File: src/rtl/pe_packet_decoder.sv
// Receive-side packet decoder for a PE: assembles the 3x3 filter and pairs each ifmap window with it.
// Optional timestep-order checking is enabled by defining PE_DEC_TS_CHECK_EN.
module pe_packet_decoder #(
  parameter int unsigned FILTER_WIDTH = 8,
  parameter int unsigned PACKET_WIDTH = 5 * FILTER_WIDTH + 5
) (
  input  logic                      clk,
  input  logic                      rst_n,
  input  logic                      in_valid,
  output logic                      in_ready,
  input  logic [PACKET_WIDTH-1:0]   in_data,
  input  logic                      flush,
  output logic                      cmd_valid,
  input  logic                      cmd_ready,
  output logic [9*FILTER_WIDTH-1:0] cmd_filter,
  output logic [8:0]                cmd_ifmap,
  output logic                      cmd_ts,
  output logic                      filter_loaded,
  output logic [2:0]                err_flags
);

  localparam int unsigned CMD_W   = 9 * FILTER_WIDTH;
  localparam int unsigned W2_LSB  = 5;
  localparam int unsigned W1_LSB  = W2_LSB + FILTER_WIDTH;
  localparam int unsigned W0_LSB  = W1_LSB + FILTER_WIDTH;
  localparam int unsigned IFM_LSB = 22;
  localparam int unsigned IFM_W   = 9;
  localparam int unsigned IFM_MSB = IFM_LSB + IFM_W - 1;

  typedef enum logic [1:0] {
    ST_COLLECT = 2'd0,
    ST_READY   = 2'd1,
    ST_ISSUE   = 2'd2
  } state_e;

  state_e                                state_q, state_d;
  logic [2:0]                            fmask_q, fmask_d;
  logic [8:0][FILTER_WIDTH-1:0]          filt_q, filt_d;
  logic [1:0]                            err_q, err_d;
  logic                                  cmd_valid_q, cmd_valid_d;
  logic [CMD_W-1:0]                      cmd_filter_q, cmd_filter_d;
  logic [IFM_W-1:0]                      cmd_ifmap_q, cmd_ifmap_d;
  logic                                  cmd_ts_q, cmd_ts_d;
  logic                                  loaded_q;

  logic                    accept_c;
  logic                    is_filter_c;
  logic                    issue_c;
  logic                    pkt_ts_c;
  logic [2:0]              row_idx_c;
  logic [FILTER_WIDTH-1:0] w0_c, w1_c, w2_c;
  logic [IFM_W-1:0]        ifmap_c;
  logic                    unused_hi_c;

  // Packet field decode
  assign pkt_ts_c    = in_data[0];
  assign is_filter_c = in_data[1];
  assign row_idx_c   = in_data[4:2];
  assign w0_c        = in_data[W0_LSB +: FILTER_WIDTH];
  assign w1_c        = in_data[W1_LSB +: FILTER_WIDTH];
  assign w2_c        = in_data[W2_LSB +: FILTER_WIDTH];
  assign ifmap_c     = in_data[IFM_MSB:IFM_LSB];
  assign unused_hi_c = ^in_data[PACKET_WIDTH-1:IFM_MSB+1];

  // Ready depends only on flush and registered state, never on the incoming packet
  assign in_ready = !flush && (state_q != ST_ISSUE);
  assign accept_c = in_valid && in_ready;
  assign issue_c  = accept_c && !is_filter_c && (state_q == ST_READY);

  // Next-state and datapath update
  always_comb begin
    state_d      = state_q;
    fmask_d      = fmask_q;
    filt_d       = filt_q;
    err_d        = err_q;
    cmd_valid_d  = cmd_valid_q;
    cmd_filter_d = cmd_filter_q;
    cmd_ifmap_d  = cmd_ifmap_q;
    cmd_ts_d     = cmd_ts_q;

    if (flush) begin
      state_d     = ST_COLLECT;
      fmask_d     = 3'b000;
      err_d       = 2'b00;
      cmd_valid_d = 1'b0;
    end else if (state_q == ST_ISSUE) begin
      if (cmd_ready) begin
        state_d     = ST_READY;
        cmd_valid_d = 1'b0;
      end
    end else if (accept_c) begin
      if (is_filter_c) begin
        // f0 sits in the top slice, so row r lands at indices 8-3(r-1) .. 6-3(r-1)
        unique case (row_idx_c)
          3'd1: begin
            filt_d[8]  = w0_c;
            filt_d[7]  = w1_c;
            filt_d[6]  = w2_c;
            fmask_d[0] = 1'b1;
          end
          3'd2: begin
            filt_d[5]  = w0_c;
            filt_d[4]  = w1_c;
            filt_d[3]  = w2_c;
            fmask_d[1] = 1'b1;
          end
          3'd3: begin
            filt_d[2]  = w0_c;
            filt_d[1]  = w1_c;
            filt_d[0]  = w2_c;
            fmask_d[2] = 1'b1;
          end
          default: err_d[0] = 1'b1;
        endcase
        if (&fmask_d) begin
          state_d = ST_READY;
        end
      end else if (state_q == ST_READY) begin
        state_d      = ST_ISSUE;
        cmd_valid_d  = 1'b1;
        cmd_filter_d = filt_q;
        cmd_ifmap_d  = ifmap_c;
        cmd_ts_d     = pkt_ts_c;
      end else begin
        err_d[1] = 1'b1;
      end
    end
  end

  // State and output registers
  always_ff @(posedge clk or negedge rst_n) begin
    if (!rst_n) begin
      state_q      <= ST_COLLECT;
      fmask_q      <= 3'b000;
      filt_q       <= '0;
      err_q        <= 2'b00;
      cmd_valid_q  <= 1'b0;
      cmd_filter_q <= '0;
      cmd_ifmap_q  <= '0;
      cmd_ts_q     <= 1'b0;
      loaded_q     <= 1'b0;
    end else begin
      state_q      <= state_d;
      fmask_q      <= fmask_d;
      filt_q       <= filt_d;
      err_q        <= err_d;
      cmd_valid_q  <= cmd_valid_d;
      cmd_filter_q <= cmd_filter_d;
      cmd_ifmap_q  <= cmd_ifmap_d;
      cmd_ts_q     <= cmd_ts_d;
      loaded_q     <= &fmask_d;
    end
  end

  assign cmd_valid     = cmd_valid_q;
  assign cmd_filter    = cmd_filter_q;
  assign cmd_ifmap     = cmd_ifmap_q;
  assign cmd_ts        = cmd_ts_q;
  assign filter_loaded = loaded_q;

`ifdef PE_DEC_TS_CHECK_EN
  logic exp_ts_q;
  logic ts_err_q;

  // Expected timestep flips per issued command; a mismatch still issues but is flagged
  always_ff @(posedge clk or negedge rst_n) begin
    if (!rst_n) begin
      exp_ts_q <= 1'b0;
      ts_err_q <= 1'b0;
    end else if (flush) begin
      exp_ts_q <= 1'b0;
      ts_err_q <= 1'b0;
    end else if (issue_c) begin
      exp_ts_q <= !exp_ts_q;
      if (pkt_ts_c != exp_ts_q) begin
        ts_err_q <= 1'b1;
      end
    end
  end

  assign err_flags = {ts_err_q, err_q};
`else
  logic unused_issue_c;

  assign unused_issue_c = issue_c;
  assign err_flags      = {1'b0, err_q};
`endif

endmodule

File: config.mk
export PLATFORM = sky130hd
export DESIGN_NAME = pe_packet_decoder
export DESIGN_NICKNAME = d
export VERILOG_FILES = /design/src/rtl/pe_packet_decoder.sv
export SDC_FILE = /design/constraint.sdc
export NUM_CORES = 1
export LEC_CHECK = 0
export CORE_MARGIN = 5
export CORE_UTILIZATION = 55
export CTS_BUF_LIST = sky130_fd_sc_hd__clkbuf_8
export DETAILED_ROUTE_END_ITERATION = 8
export PLACE_DENSITY = 0.95
export SLEW_MARGIN = 25
export SYNTH_ARGS = -nofsm -noshare
export SYNTH_HDL_FRONTEND = slang
export SYNTH_SLANG_ARGS = --single-unit
File: constraint.sdc
create_clock -name clk -period 4.05 [get_ports clk]
set_input_delay 0.6075 -clock clk [delete_from_list [all_inputs] [get_ports clk]]
set_output_delay 0.6075 -clock clk [all_outputs]
set_load 0.02 [all_outputs]
==> results.ini <==
[run_status]
status=complete, no violations

[timing]
finalCritPeriodShare_pct=64.5
slew_headroom_pct=45.2
min_period_ns=2.61
fin_hold_ws_ns=0.158
finalSetupViolations=0
maxSlewViolCount=0
clock-skew-final_ns=0.0102
setup_tns_ns=0
fin_ws_ns=1.44
worst_pin_slew_ns=0.819
fmax_mhz=383
rsz0062_at_grt=false
hold_violations=0

[clock_network]
path_clk_slew_ns=0.08
ctsResizeCount=0
clkSinkCount=163
postCtsSetupRepairBufs=0
cts.path.max_buffers=2
numCtsBuffers=17
root_buffer=clkbuf_8
insertion_delay_ns=0.45
cts_tree=built
htreeDepth=4
cts_hold_buffers=0

[finish]
layout_commonest_cell=dfrtp_1
layout-drive-gt1-share_pct=38.2
diodes=0
syn2layout_area_growth_pct=25.7
final_cell_mix=dfrtp_1 (163), mux2_2 (137), clkdlybuf4s50_1 (121)
nFillCells=765
multiInputGateArea_sq_um=2140
register_area_sq_um=4080
nets=560

[setup_path]
worstReg2RegEnd=filt_q[6]
critPathCaptureType=output pin
ff2ff_setup_slack_ns=1.78
critPathArrivalTime_ns=2.01
crit_top_cell=clkdlybuf4s50_1
cp_max_fo=11
crit_required_ns=3.44
path_cells=clkdlybuf4s50_1 > nor2_1 > clkdlybuf4s50_1
startpoint_type=input port
ff2ff_path_depth=5
critical_path_class=input port to output pin
slowest_stage=clkdlybuf4s50_1
cpPeakStageDelay_ns=0.62
r2r_start=state_q[0]

[synth]
ys_seq_elements=163
synth_seq_area_share_pct=63.7
syn_inst=383
synth_top_area_share_pct=63.7
synth.distinct_cells=33
yosys_warnings=0
avgSynthCellArea_sq_um=16.7
synth_area_leaders=dfrtp_1 (64%), mux2_2 (24%), mux2_4 (4.5%)
yosys.area.top_type=dfrtp_1
syn_nets=435
syn-cell-area_sq_um=6410

[power]
ir_drop_v=0.000350
power_mw=3.73
leakage_nw=3.85
power_density_nw_per_um2=463

[grt]
antenna_found_initial=0
grt_pass1_vias=4125
grt_pass1_wl_um=21900
overflow=0
grt_max_degree=92
grtUsageTotal_pct=20.1

[floorplan]
ios=138
fp.dieW_um=118
die_area_sq_um=13900
initial_utilization_pct=56.1
die_h_um=118
rows=39
core_area_sq_um=11400

[route]
drtIter0Drc=171
firstDrtPassIters=4
drt.antenna.violating_nets=0
totalWireLength_um=13100
remaining_drc_errors=0
avgRoutedWirePerCell_um=19.7
vias=3619
via_per_inst=5.45

[placed_design]
pre_cts_slack_ns=1.22
gp_congestion=0.803
portBuffers=122
dp_hpwl_um=8850

[run]
cap_viol_max_count=0

[worst_hold_path]
hp-class=input port to asynchronous set/reset pin

cells by family after synthesis:
logic type                 synth area share, %
buffers and inverters                     3.01
AOI/OAI and AO/OA                         1.64
other                                   0.0585
adders and majority gates                0.390
and+or+nand+nor                           2.71
DFF                                       63.7
muxes                                     28.5
worst max-delay path: cells and delay by family:
family | cells | cell delay [ns]
buf+inv | 2 | 1.23
simple gates | 1 | 0.17
final cells by class:
class | count | share of cell area [%]
clock buffer | 17 | 2.91
clock inverter | 15 | 1.83
inverter | 5 | 0.233
multi-input combinational | 196 | 26.5
sequential | 163 | 50.7
tap | 143 | 2.22
timing repair buffer | 125 | 15.6
flip-flops by register name (all words and copies together), names as in the netlist:
| name | cells |
|---|---|
| cmd_filter | 72 |
| cmd_ifmap | 9 |
| cmd_ts | 1 |
| cmd_valid | 1 |
| err_q | 2 |
| filt_q | 72 |
| filter_loaded | 1 |
| fmask_q | 3 |
| state_q | 2 |
Yosys cell counts:
| cell type | number |
|---|---|
| a211oi_1 | 3 |
| a21oi_1 | 7 |
| a221o_1 | 1 |
| a311oi_1 | 1 |
| a31oi_1 | 1 |
| and2_1 | 1 |
| and2b_2 | 1 |
| and3_4 | 1 |
| and4b_1 | 1 |
| and4bb_4 | 1 |
| buf_12 | 3 |
| buf_2 | 10 |
| buf_4 | 1 |
| buf_6 | 5 |
| conb_1 | 1 |
| dfrtp_1 | 163 |
| ha_1 | 2 |
| inv_1 | 5 |
| mux2_2 | 137 |
| mux2_4 | 19 |
| nand2_2 | 1 |
| nand2b_1 | 3 |
| nand3b_4 | 1 |
| nand4b_1 | 1 |
| nor2_1 | 4 |
| nor2b_1 | 1 |
| nor3b_2 | 1 |
| nor4b_1 | 2 |
| nor4bb_1 | 1 |
| o21a_1 | 1 |
| o21bai_1 | 1 |
| o31ai_1 | 1 |
| or2_2 | 1 |
routing by layer:
layer  wire length, um  vias up  track usage (%)
li1                  -     1610                -
met1              5270     1888             23.7
met2              6720      106             33.2
met3               918       15             8.17
met4               172        0             7.53
met5                 0        -                0
per-stage QoR:
stage | cells | instance area (sq um) | utilization (%)
2_1_floorplan | 383 | 6410 | -
3_3_place_gp | 632 | 7670 | 67.2
3_5_place_dp | 632 | 7670 | 67.2
4_1_cts | 664 | 8050 | 70.5
5_1_grt | 664 | 8050 | 70.5
6_report | 664 | 8050 | 70.5
power breakdown:
group,leakage (nW),switching (mW),internal (mW)
clock network,0.181,0.625,0.502
logic,1.48,0.257,0.356
registers,2.19,0.128,1.86
worst max path at each step:
stage | start | end | slack, ns | depth (start not counted)
after global routing | state_q[0] | in_ready | 1.36 | 4
after detailed placement | flush | filt_q[6] | 1.22 | 4
final | flush | in_ready | 1.44 | 3
after CTS | flush | in_ready | 1.44 | 3
after global placement | flush | filt_q[6] | 1.28 | 4
after floorplan | state_q[0] | filt_q[0] | 2.14 | 8
Power figures use the tool's default switching activity.
